$ cat src/rtl/if_fetch_queue_if.sv
// Bundle between PC-source logic, instruction memory and ID.
// The queue drives the master side; the environment drives the slave side.
interface if_fetch_queue_if #(
  parameter int ADDR_W = 32,
  parameter int INST_W = 32,
  parameter int DEPTH  = 4
);
  localparam int CW = $clog2(DEPTH) + 1;

  logic              fetch_en;
  logic              redirect;
  logic [1:0]        sel;
  logic [ADDR_W-1:0] ta;
  logic [ADDR_W-1:0] alu_out;
  logic [ADDR_W-1:0] imem_addr;
  logic [INST_W-1:0] imem_data;
  logic              id_valid;
  logic              id_ready;
  logic [INST_W-1:0] id_instr;
  logic [ADDR_W-1:0] id_pc;
  logic [CW-1:0]     count;
  logic              full;
  logic              empty;

  modport master (
    input  fetch_en, redirect, sel, ta, alu_out,
    input  imem_data, id_ready,
    output imem_addr, id_valid, id_instr, id_pc,
    output count, full, empty
  );

  modport slave (
    output fetch_en, redirect, sel, ta, alu_out,
    output imem_data, id_ready,
    input  imem_addr, id_valid, id_instr, id_pc,
    input  count, full, empty
  );
endinterface

$ cat src/rtl/if_fetch_queue.sv
// IF stage: PC/nPC, combinational imem address, and a DEPTH-entry
// {pc, instr} queue feeding ID over valid/ready.
module if_fetch_queue #(
  parameter int                ADDR_W   = 32,
  parameter int                INST_W   = 32,
  parameter int                DEPTH    = 4,
  parameter logic [ADDR_W-1:0] RESET_PC = '0,
  parameter logic [ADDR_W-1:0] INC      = ADDR_W'(4)
) (
  input logic             clk,
  input logic             R,
  if_fetch_queue_if.master q
);
  localparam int PW = $clog2(DEPTH);
  localparam int CW = PW + 1;

  logic [ADDR_W-1:0] pc_q, pc_d;
  logic [ADDR_W-1:0] npc_q, npc_d;
  logic [PW-1:0]     head_q, head_d;
  logic [PW-1:0]     tail_q, tail_d;
  logic [CW-1:0]     cnt_q, cnt_d;
  logic [ADDR_W-1:0] pcs_q [DEPTH];
  logic [INST_W-1:0] ins_q [DEPTH];
  logic [ADDR_W-1:0] tgt;
  logic              full, empty, push, pop;

  assign full  = (cnt_q == CW'(DEPTH));
  assign empty = (cnt_q == '0);
  assign pop   = ~empty & q.id_ready;
  assign push  = q.fetch_en & ~q.redirect & (~full | pop);

  always_comb begin
    unique case (q.sel)
      2'b00:   tgt = npc_q;
      2'b01:   tgt = q.ta;
      2'b10:   tgt = q.alu_out;
      default: tgt = '0;
    endcase
  end

  always_comb begin
    pc_d   = pc_q;
    npc_d  = npc_q;
    head_d = head_q;
    tail_d = tail_q;
    cnt_d  = cnt_q;
    if (q.redirect) begin
      // flush wins over any pop/push this cycle
      pc_d   = tgt;
      npc_d  = tgt + INC;
      head_d = '0;
      tail_d = '0;
      cnt_d  = '0;
    end else begin
      if (push) begin
        pc_d   = npc_q;
        npc_d  = npc_q + INC;
        tail_d = tail_q + 1'b1;
      end
      if (pop) head_d = head_q + 1'b1;
      if (push & ~pop) cnt_d = cnt_q + 1'b1;
      if (pop & ~push) cnt_d = cnt_q - 1'b1;
    end
  end

  always_ff @(posedge clk or posedge R) begin
    if (R) begin
      pc_q   <= RESET_PC;
      npc_q  <= RESET_PC + INC;
      head_q <= '0;
      tail_q <= '0;
      cnt_q  <= '0;
    end else begin
      pc_q   <= pc_d;
      npc_q  <= npc_d;
      head_q <= head_d;
      tail_q <= tail_d;
      cnt_q  <= cnt_d;
    end
  end

  always_ff @(posedge clk) begin
    if (push) begin
      pcs_q[tail_q] <= pc_q;
      ins_q[tail_q] <= q.imem_data;
    end
  end

  assign q.imem_addr = pc_q;
  assign q.id_valid  = ~empty;
  assign q.id_pc     = empty ? '0 : pcs_q[head_q];
  assign q.id_instr  = empty ? '0 : ins_q[head_q];
  assign q.count     = cnt_q;
  assign q.full      = full;
  assign q.empty     = empty;
endmodule

$ cat src/flat_wrapper.sv
// flat-port wrapper written by rule: the top's interface ports become plain ports
module if_fetch_queue_flat 
#(
  parameter int                ADDR_W   = 32,
  parameter int                INST_W   = 32,
  parameter int                DEPTH    = 4,
  parameter logic [ADDR_W-1:0] RESET_PC = '0,
  parameter logic [ADDR_W-1:0] INC      = ADDR_W'(4)
)
  (clk, R, q_fetch_en, q_redirect, q_sel, q_ta, q_alu_out, q_imem_data, q_id_ready, q_imem_addr, q_id_valid, q_id_instr, q_id_pc, q_count, q_full, q_empty);
  if_fetch_queue_if #(.ADDR_W(ADDR_W), .INST_W(INST_W), .DEPTH(DEPTH)) q_i ();
  input logic clk;
  input logic R;
  input wire logic [$bits(q_i.fetch_en)-1:0] q_fetch_en;
  input wire logic [$bits(q_i.redirect)-1:0] q_redirect;
  input wire logic [$bits(q_i.sel)-1:0] q_sel;
  input wire logic [$bits(q_i.ta)-1:0] q_ta;
  input wire logic [$bits(q_i.alu_out)-1:0] q_alu_out;
  input wire logic [$bits(q_i.imem_data)-1:0] q_imem_data;
  input wire logic [$bits(q_i.id_ready)-1:0] q_id_ready;
  output wire logic [$bits(q_i.imem_addr)-1:0] q_imem_addr;
  output wire logic [$bits(q_i.id_valid)-1:0] q_id_valid;
  output wire logic [$bits(q_i.id_instr)-1:0] q_id_instr;
  output wire logic [$bits(q_i.id_pc)-1:0] q_id_pc;
  output wire logic [$bits(q_i.count)-1:0] q_count;
  output wire logic [$bits(q_i.full)-1:0] q_full;
  output wire logic [$bits(q_i.empty)-1:0] q_empty;
  assign q_i.fetch_en = q_fetch_en;
  assign q_i.redirect = q_redirect;
  assign q_i.sel = q_sel;
  assign q_i.ta = q_ta;
  assign q_i.alu_out = q_alu_out;
  assign q_i.imem_data = q_imem_data;
  assign q_i.id_ready = q_id_ready;
  assign q_imem_addr = q_i.imem_addr;
  assign q_id_valid = q_i.id_valid;
  assign q_id_instr = q_i.id_instr;
  assign q_id_pc = q_i.id_pc;
  assign q_count = q_i.count;
  assign q_full = q_i.full;
  assign q_empty = q_i.empty;
  if_fetch_queue #(.ADDR_W(ADDR_W), .INST_W(INST_W), .DEPTH(DEPTH), .RESET_PC(RESET_PC), .INC(INC)) u_core (.clk(clk), .R(R), .q(q_i));
endmodule
$ cat config.mk
export PLATFORM = sky130hd
export DESIGN_NAME = if_fetch_queue_flat
export DESIGN_NICKNAME = d
export VERILOG_FILES = /design/src/rtl/if_fetch_queue_if.sv /design/src/rtl/if_fetch_queue.sv /design/src/flat_wrapper.sv
export SDC_FILE = /design/constraint.sdc
export NUM_CORES = 1
export LEC_CHECK = 0
export BUFFER_PORTS_ARGS = -buffer_cell sky130_fd_sc_hd__buf_2
export CAP_MARGIN = 20
export CORE_UTILIZATION = 52
export CTS_CLUSTER_DIAMETER = 200
export DETAILED_ROUTE_END_ITERATION = 10
export PLACE_DENSITY_LB_ADDON = 0.25
export SLEW_MARGIN = 0
export SYNTH_ARGS = -nofsm -noshare
export SYNTH_HDL_FRONTEND = slang
export SYNTH_SLANG_ARGS = --single-unit
export TNS_END_PERCENT = 50
$ cat constraint.sdc
create_clock -name clk -period 3.5 [get_ports clk]
set_clock_uncertainty 0.15 [all_clocks]
set_input_delay 0.525 -clock clk [delete_from_list [all_inputs] [get_ports clk]]
set_output_delay 0.525 -clock clk [all_outputs]
set_load 0.05 [all_outputs]
Yosys cells after proc, flatten, opt, wreduce, memory -nomap -nowiden
Memory sizes are Yosys's and may differ from the RTL's.
Index checks and enable logic that the tools add are counted.

storage, ports and cells
  bits in registers = 71
  bits in writable memories = 256
  input bits = 103
  memories kept = 2
  logic and storage cells = 48

operators by class
  muxes and demuxes = 16
  $add $sub $neg = 6
  reduce and logical (&&, ||, !) cells = 5
  bitwise operators = 11
  equal/unequal tests = 3

memories
  name          words  bits a word  rd ports  clocked after memory_dff  write ports  RTL line              text
  u_core.ins_q  4      32           1         0                         1            if_fetch_queue.sv:23  logic [INST_W-1:0] ins_q [DEPTH];
  u_core.pcs_q  4      32           1         0                         1            if_fetch_queue.sv:22  logic [ADDR_W-1:0] pcs_q [DEPTH];

operators by type and width
  cell                                                                    count
  32-bit 2-to-1 mux                                                       6
  32-bit case mux with 3 select lines                                     1
  32-bit by 3-bit adder with 32-bit output (second input constant)        2
  3-bit 2-to-1 mux                                                        3
  2-bit 2-to-1 mux                                                        4
  1-bit AND                                                               5
  1-bit NOT                                                               5
  2-bit by 1-bit adder with 2-bit output (second input constant)          2
  2-bit nonzero test                                                      2
  3-bit by 1-bit adder with 3-bit output (second input constant)          1
  3-bit equality test (second input constant)                             1
  3-bit zero test                                                         1
  3-bit nonzero test                                                      1
  3-bit by 1-bit subtractor with 3-bit output (second input constant)     1
  2-bit by 1-bit equality test with 1-bit output (second input constant)  1
  2-bit equality test (second input constant)                             1
  2-bit zero test                                                         1
  1-bit 2-to-1 mux                                                        2
  1-bit bitwise OR                                                        1

Longest topological paths before layout
Gate-level depths: netlist (run 1).

  depth in word-level cells = 9
  gate-level depth with buffers = 12

Worst setup path after synthesis (run 1)
Ideal clock, no wire load.

  path type = register to register
  start = register u_core.cnt_q[1] (netlist: u_core.q.count[1])
  end = memory u_core.ins_q[0][0] (enable)
  stages on the path, launching flop included = 5
  setup slack = 0.159 ns
  arrival = 2.762 ns
  clock period less this slack = 3.341 ns
  path through = dfrtp_1 -> nor2_1 -> nand2_1 -> o21a_1 -> and2_1

on the way
  word-level cells in the longest chain between the ends = 7

ends and longest elaborated chain
  item                                      RTL line              text
  from (decl)                               if_fetch_queue.sv:21  logic [CW-1:0] cnt_q, cnt_d;
  from (signal assigned)                    if_fetch_queue.sv:78  cnt_q <= cnt_d;
  3-bit zero test                           if_fetch_queue.sv:28  assign empty = (cnt_q == '0);
  1-bit NOT                                 if_fetch_queue.sv:29  assign pop = ~empty & q.id_ready;
  1-bit AND                                 if_fetch_queue.sv:29
  1-bit bitwise OR *                        if_fetch_queue.sv:30  assign push = q.fetch_en & ~q.redirect & (~full | pop);
  1-bit AND *                               if_fetch_queue.sv:30
  1-bit 2-to-1 mux *                        if_fetch_queue.sv:83  if (push) begin
  1-bit 2-to-1 mux (implied by the code) *  if_fetch_queue.sv:85  ins_q[tail_q] <= q.imem_data;
  to (decl)                                 if_fetch_queue.sv:23

Every way passes the cells marked *; elsewhere a longest branch is shown, timed or not.

Final worst setup path (run 1)
  start = register u_core.head_q[0]
  end = output q_id_pc[28]

on the way
  word-level cells in the longest chain between the ends = 2

ends and longest elaborated chain
  item                    RTL line              text
  from (decl)             if_fetch_queue.sv:19  logic [PW-1:0] head_q, head_d;
  from (signal assigned)  if_fetch_queue.sv:70  head_q <= '0;
  from (signal assigned)  if_fetch_queue.sv:76  head_q <= head_d;
  memory read 4 x 32 bit  n/a
  32-bit 2-to-1 mux       if_fetch_queue.sv:91  assign q.id_pc = empty ? '0 : pcs_q[head_q];
  to (decl)               flat_wrapper.sv:24    output wire logic [$bits(q_i.id_pc)-1:0] q_id_pc;

No other way between the ends.

==> run summary, run 1 <==
Crit path buf inv count: 2
Clk pwr share: 33.1%
Final Setup Violations: 0
Final Hold Violating Endpoints: 0
Area contributors post-synth: edfxtp_1 55%, dfrtp_1 12%, mux4_2 10%, and2_1 3.2%, nor2_1 2.3%
GRT overflow: 0
Ant. Diodes: 0
Top delay family on crit path: flip-flops
Hold Path Class: input port to flip-flop
Wire per inst: 20.7 µm
Largest net degree at the start of global routing: 68
Share of power burned in registers: 44.9%
Start point of the worst hold path: q_imem_data[10]
Final GP Congestion: 0.833
Commonest non-fill, non-tap cell in the layout: edfxtp_1
CP endpoint kind: output pin
Total Wirelength: 30400 µm
Starting Density: 53.6%
Number of vias per cell: 5.69
Leading area contributor after synthesis: edfxtp_1
Pleak: 6.23 nW
Die W: 167 µm
Num ports: 205
Tmin final: 3.14 ns
Crit path kind: flip-flop to output pin
Finished Core Util: 63.4%
Setup TNS: 0 ns
Worst Setup SP: u_core.head_q[0]
DRC Markers: 14
Async set-reset flop share out of synthesis: 21.7%
CTS hold repair buffers: 1
DR pass1 iterations: 8
Comb pwr share: 22.0%
Peak VDD IR: 0.000319 V
Initial antenna violation count: 0
Syn_area_per_cell: 15.8 µm²
Ys Warns: 0
Sequential-to-total area share from yosys stat: 67.2%
Fillers: 1961
HPWL after DPL: 19900 µm
Clock Sinks: 327
Post-Syn Nets: 1002
Startpoint types: flip-flop
#FFs+latches synth: 327
Slowest CP cell: dfrtp_4
Vias in the first global route: 8447
First-pass GRT wire length: 47200 µm
CTS max path bufs: 3
Rows: 59
Failing checks: DRC
Share of layout cells above drive strength 1: 35.0%
Netlist cell types: 69
Top cell type's share of synthesized area: 54.6%
Final Slew Violations: 0
Relative slew margins: 50.2%
CTS tree: yes
Power per cell area: 637 nW/µm²
Gr usage total: 22.3%
TritonCTS Buffers: 35
Die height: 167 µm
Internal power: 0.00732 W
Most frequent cells in the layout: 256 x edfxtp_1, 204 x buf_2, 87 x nor2_1
Post-CTS Setup Bufs: 0
DRT antenna net count: 0
Netlist Area Pre-Place: 14100 µm²
Synthesis-to-finish area growth: 18.4%
Core Box Area: 26300 µm²
Outcome: finished, violations left
Clk_lat worst skew: 0.51 ns
Worst endpoint required time: 2.82 ns
Largest stage delay on the critical path: 0.65 ns
Root Driver: clkbuf_16
CP cell instances: buf_12 -> mux4_2 -> and2_1 -> buf_2
Psw: 0.00329 W
Die area: 27700 µm²
Clk slew on worst S/H paths: 0.06 ns
Fin crit share: 89.7%
Max-Cap Viols: 0
Design Power: 0.0106 W
IO buf count: 204
Fmax: 319 MHz
Top FF cell, synth: edfxtp_1
# nets final: 1220
DR iter-0 viols: 704
Number of enable flip-flop cells after synthesis: 256
Crit path DAT: 2.46 ns
Post-CTS Resized: 0
Via count: 8377
H-tree levels: 2
Worst-Margin Slew: 0.746 ns
Switching part of the total: 31.0%
CP max FO: 35
Synthesized instance count: 893
Reg-to-Reg Start: u_core.npc_q[2]
RSZ-0062 raised after global routing: no
==> power by group through the flow <==
| stage | logic (W) | registers [W] | clock network (W) |
|---|---|---|---|
| after floorplan | 0.00154 | 0.00498 | 0 |
| after global placement | 0.00233 | 0.00482 | 0 |
| after detailed placement | 0.00235 | 0.00484 | 0 |
| after CTS | 0.00236 | 0.00476 | 0.00357 |
| after global routing | 0.00248 | 0.00480 | 0.00374 |
| final | 0.00234 | 0.00476 | 0.00352 |
==> layer usage <==
metal / vias up / global-route usage [%] / part of all wire, %
met5: - / 0 / 0
met4: 0 / 6.80 / 2.0
met3: 40 / 3.30 / 5.9
met2: 303 / 35.8 / 48
met1: 4175 / 31.7 / 44
li1: 3859 / - / -
==> logic make-up after synthesis <==
group,Yosys count,share of synthesized area (%)
compound gates,119,6.09
xor+xnor,25,1.56
fa+ha+maj,6,0.587
buf+inv,65,2.42
flops,327,67.2
mux,74,11.0
simple gates,277,11.1
==> cell type report <==
cell class	instances	area, µm²	area share [%]
clock inverter	21	146	0.878
timing repair buffer	236	1340	8.03
tap	335	419	2.51
sequential	327	9470	56.8
multi-input combinational	501	4290	25.7
inverter	10	37.5	0.225
clock buffer	42	966	5.80
==> worst paths after layout <==
| kind | end | slack, ns | cells past startpoint |
|---|---|---|---|
| max reg2reg | u_core.npc_q[26] | 0.90 | 10 |
| min reg2reg | u_core.npc_q[2] | 0.35 | 2 |
| max | q_id_pc[28] | 0.36 | 4 |
| min in group asynchronous | u_core.q.imem_addr[31] | 0.44 | 3 |
| max in group asynchronous | u_core.npc_q[2] | 1.91 | 4 |
| min | u_core.ins_q[1][10] | 0.09 | 1 |
==> worst register-to-register path, delay by kind of cell (launching register included) <==
kind                     cells  cell delay (ns)
flip-flops                   1             0.58
XOR/XNOR                     1             0.21
AO/OA/AOI/OAI                4             0.49
AND/OR/NAND/NOR              3             0.71
buffers and inverters        1             0.11
adder cells (fa/ha/maj)      1             0.19
==> through the flow <==
| stage | hold slack [ns] | setup WS (ns) | area [µm²] | cells |
|---|---|---|---|---|
| after floorplan | 0.299 | 0.159 | 14100 | 893 |
| after global placement | 0.326 | 0.425 | 15500 | 1408 |
| after detailed placement | 0.333 | 0.338 | 15500 | 1408 |
| after CTS | 0.0733 | 0.294 | 16700 | 1472 |
| after global routing | 0.0726 | 0.218 | 16700 | 1472 |
| final | 0.0859 | 0.362 | 16700 | 1472 |
==> sequential cells by signal, indices dropped and copies added, names as in the netlist <==
name	cells
u_core.ins_q	128
u_core.tail_q	2
u_core.q.count	3
u_core.head_q	2
u_core.pcs_q	128
u_core.npc_q	32
u_core.q.imem_addr	32
==> cells in the mapped netlist (4+ instances only) <==
library cell and instances:
edfxtp_1 256, a22oi_1 7, nand4_1 9, buf_4 4
o21a_1 7, o22ai_1 4, nand2_1 24, a21oi_1 51
and2_1 73, buf_2 16, nand3_1 20, nand2b_1 16
nand4b_1 11, mux2i_1 7, a22o_1 6, clkbuf_1 25
xor2_1 5, inv_1 9, buf_6 6, mux4_2 64
xnor2_1 20, nor2_1 87, dfrtp_1 70, a32o_1 9
o21ai_0 9, ha_1 5
(Power assumes the default switching activity.)
==> run 2, diff against run 1 <==
--- a/config.mk
+++ b/config.mk
@@ -5,11 +5,13 @@
 export SDC_FILE = /design/constraint.sdc
 export NUM_CORES = 1
 export LEC_CHECK = 0
+export ABC_AREA = 1
 export BUFFER_PORTS_ARGS = -buffer_cell sky130_fd_sc_hd__buf_2
 export CAP_MARGIN = 20
 export CORE_UTILIZATION = 52
 export CTS_CLUSTER_DIAMETER = 200
 export DETAILED_ROUTE_END_ITERATION = 10
+export MAX_ROUTING_LAYER = met4
 export PLACE_DENSITY_LB_ADDON = 0.25
 export SLEW_MARGIN = 0
 export SYNTH_ARGS = -nofsm -noshare
==> run 2 against run 1 <==
The run now ends clean; sequential share of layout area down 0.89 points; clock power up 2%; flip-flop and latch count unchanged; area after synthesis increased by 1.9%; via count grew 27%; cell count is 35% higher; largest power group unchanged.
==> run summary, run 2 <==
Via count: 10.6k (+27%)
Ys Warns: 0 (unchanged)
Grt met3 use: 3.20% (-0.11 points)
Relative slew margins: 54.3% (+4.1 points)
DRC Markers: 0 (-14)
Wire per inst: 16.8 µm (-19%)
Top cell type's share of synthesized area: 53.6% (-1.0 points)
Pleak: 6.96 nW (+12%)
Area contributors post-synth: edfxtp_1 54%, dfrtp_1 12%, nor2_1 8.4%, nand2_1 7.6%, o21ai_0 5.3%
Root Driver: clkbuf_16
Synthesized instance count: 1429 (+60%)
Fmax: 316 MHz (-0.98%)
Async set-reset flop share out of synthesis: 21.7% (unchanged)
Post-Syn Nets: 1538 (+53%)
Hold Path End: u_core.ins_q[0][14]
Commonest non-fill, non-tap cell in the layout: nor2_1
GRT met1 Usage: 33.2% (+1.6 points)
Pre-CTS WS: 0.506 ns (+0.168 ns)
Worst endpoint required time: 2.82 ns (about the same)
Starting Density: 53.1% (-0.50 points)
CP cell instances: clkinv_2 -> buf_4 -> o21ai_0 -> a21oi_1 -> buf_2
Most frequent cells in the layout: 317 x nor2_1, 289 x nand2_1, 256 x edfxtp_1
Final Hold Violating Endpoints: 0 (unchanged)
Reg-to-Reg Start: u_core.q.count[1]
Synthesis-to-finish area growth: 18.0%
CP max FO: 43 (+23%)
Netlist Area Pre-Place: 14300 µm² (+1.9%)
Most numerous cell in the Yosys netlist: nor2_1
Num ports: 205 (unchanged)
Die area: 28300 µm² (+1.9%)
Startpoint types: flip-flop
Initial antenna violation count: 0 (unchanged)
CP endpoint kind: output pin
TritonCTS Buffers: 31 (-11%)
Global-route met2 utilization: 38.9% (+3.1 points)
H-tree levels: 1 (-1)
IO buf count: 204 (unchanged)
Number of vias per cell: 5.35 (-6.0%)
DR iter-0 viols: 978 (+39%)
Share of layout cells above drive strength 1: 19.7% (-15 points)
CTS tree: yes
CTS max path bufs: 3 (unchanged)
Clock Sinks: 327 (unchanged)
Post-route cell area: 16900 µm² (+1.6%)
Worst-Margin Slew: 0.686 ns (-0.0608 ns)
GRT busiest layer: met2
Start point of the worst hold path: q_imem_data[14]
Final Slew Violations: 0 (unchanged)
DR pass1 iterations: 6 (-2)
Die W: 168 µm (+0.93%)
Worst Setup SP: u_core.head_q[0]
#FFs+latches synth: 327 (unchanged)
Tmin final: 3.17 ns (+0.0310 ns)
Total Wirelength: 33300 µm (+9.5%)
Final Setup Violations: 0 (unchanged)
First-pass GRT wire length: 52900 µm (+12%)
RSZ-0062 raised after global routing: no
Final GP Congestion: 0.899 (+8.0%)
Post-synth top cells: 321 x nor2_1, 289 x nand2_1, 256 x edfxtp_1, 151 x o21ai_0
Power per cell area: 748 nW/µm² (+17%)
Largest stage delay on the critical path: 0.50 ns (-0.15 ns)
Worst hold path depth: 1 (unchanged)
Crit path kind: flip-flop to output pin
Slowest CP cell: dfrtp_4
Setup WS post-layout: 0.331 ns (-0.0310 ns)
Largest net degree at the start of global routing: 130 (+91%)
Crit path DAT: 2.49 ns (+0.03 ns)
Worst r2r path cells: 9 (-1)
Design Power: 0.0127 W (+19%)
Rows: 60 (+1.7%)
Top flop regs: u_core.ins_q: 128 flops, u_core.pcs_q: 128 flops
CTS hold repair buffers: 1 (unchanged)
Clk slew on worst S/H paths: 0.06 ns (about the same)
Leading area contributor after synthesis: edfxtp_1
Vias in the first global route: 10.0k (+19%)
Hold Path Class: input port to flip-flop
DRT antenna net count: 0 (unchanged)
Top FF cell, synth: edfxtp_1
Syn_area_per_cell: 10.0 µm² (-36%)
Max-Cap Viols: 0 (unchanged)
Clk_lat worst skew: 0.54 ns (+0.03 ns)
Number of enable flip-flop cells after synthesis: 256 (unchanged)
Dpl cell area: 15800 µm² (+1.6%)
Fin crit share: 90.5% (+0.89 points)
Min Hold Slack: 0.0524 ns (-0.0335 ns)
Sequential-to-total area share from yosys stat: 66.0% (-1.2 points)
Netlist cell types: 43 (-38%)
Core Box Area: 27000 µm² (+2.8%)
GRT overflow: 0 (unchanged)
Ant. Diodes: 0 (unchanged)
Peak VDD IR: 0.000378 V (+19%)
Die height: 168 µm (+0.93%)
Reg-to-Reg End: u_core.npc_q[12]
Gr usage total: 24.4% (+2.1 points)
Post-CTS Resized: 0 (unchanged)
# nets final: 1727 (+42%)
Post-CTS Setup Bufs: 0 (unchanged)
Outcome: complete, no violations
Flop-to-flop setup slack: 1.23 ns (+0.33 ns)
Finished Core Util: 62.6% (-0.78 points)
HPWL after DPL: 20800 µm (+4.6%)
[run 2: cell families (layout without fill, tap and decap cells)]
| family | Yosys count | after routing | synth area share, % |
|---|---|---|---|
| simple gates | 705 | 705 | 19.8 |
| flops | 327 | 327 | 66.0 |
| compound gates | 253 | 253 | 9.34 |
| buf+inv | 131 | 344 | 3.90 |
| xor+xnor | 7 | 7 | 0.427 |
| fa+ha+maj | 6 | 6 | 0.576 |
[run 2: layout make-up]
| class | count | area (µm²) |
|---|---|---|
| Fill cell | 2153 | 10100 |
| Sequential cell | 327 | 9470 |
| Multi-Input combinational cell | 971 | 4360 |
| Timing Repair Buffer | 234 | 1340 |
| Clock buffer | 43 | 956 |
| Tap cell | 341 | 427 |
| Inverter | 53 | 205 |
| Clock inverter | 14 | 175 |
[run 2: worst max-delay path: cells and delay by family (launching register included)]
| kind | cells | cell delay, ns |
|---|---|---|
| buf+inv | 3 | 1.08 |
| compound gates | 2 | 0.35 |
| flops | 1 | 0.50 |
[run 2: how the worst max path moves through the flow]
stage	end	slack [ns]
floorplan	u_core.ins_q[0][0]	-0.08
global route	q_id_pc[9]	0.17
detailed placement	u_core.npc_q[20]	0.51
global placement	u_core.npc_q[28]	0.56
finish	q_id_pc[1]	0.33
CTS	q_id_pc[9]	0.33
[run 2: metrics by stage]
stage / std cells / TNS [ns]
after floorplan: 1429 / -20.95
after global routing: 1983 / 0
after global placement: 1925 / 0
after detailed placement: 1925 / 0
final: 1983 / 0
after CTS: 1983 / 0
[run 2: power breakdown]
| group | switching (W) | internal, W |
|---|---|---|
| sequential | 0.000223 | 0.00457 |
| clock | 0.00139 | 0.00220 |
| combinational | 0.00334 | 0.000945 |
[run 2: routing by layer]
metal | wire, µm | vias up
li1 | - | 5213
met1 | 14800 | 4963
met2 | 15600 | 376
met3 | 2150 | 59
met4 | 736 | 0
met5 | 0 | -
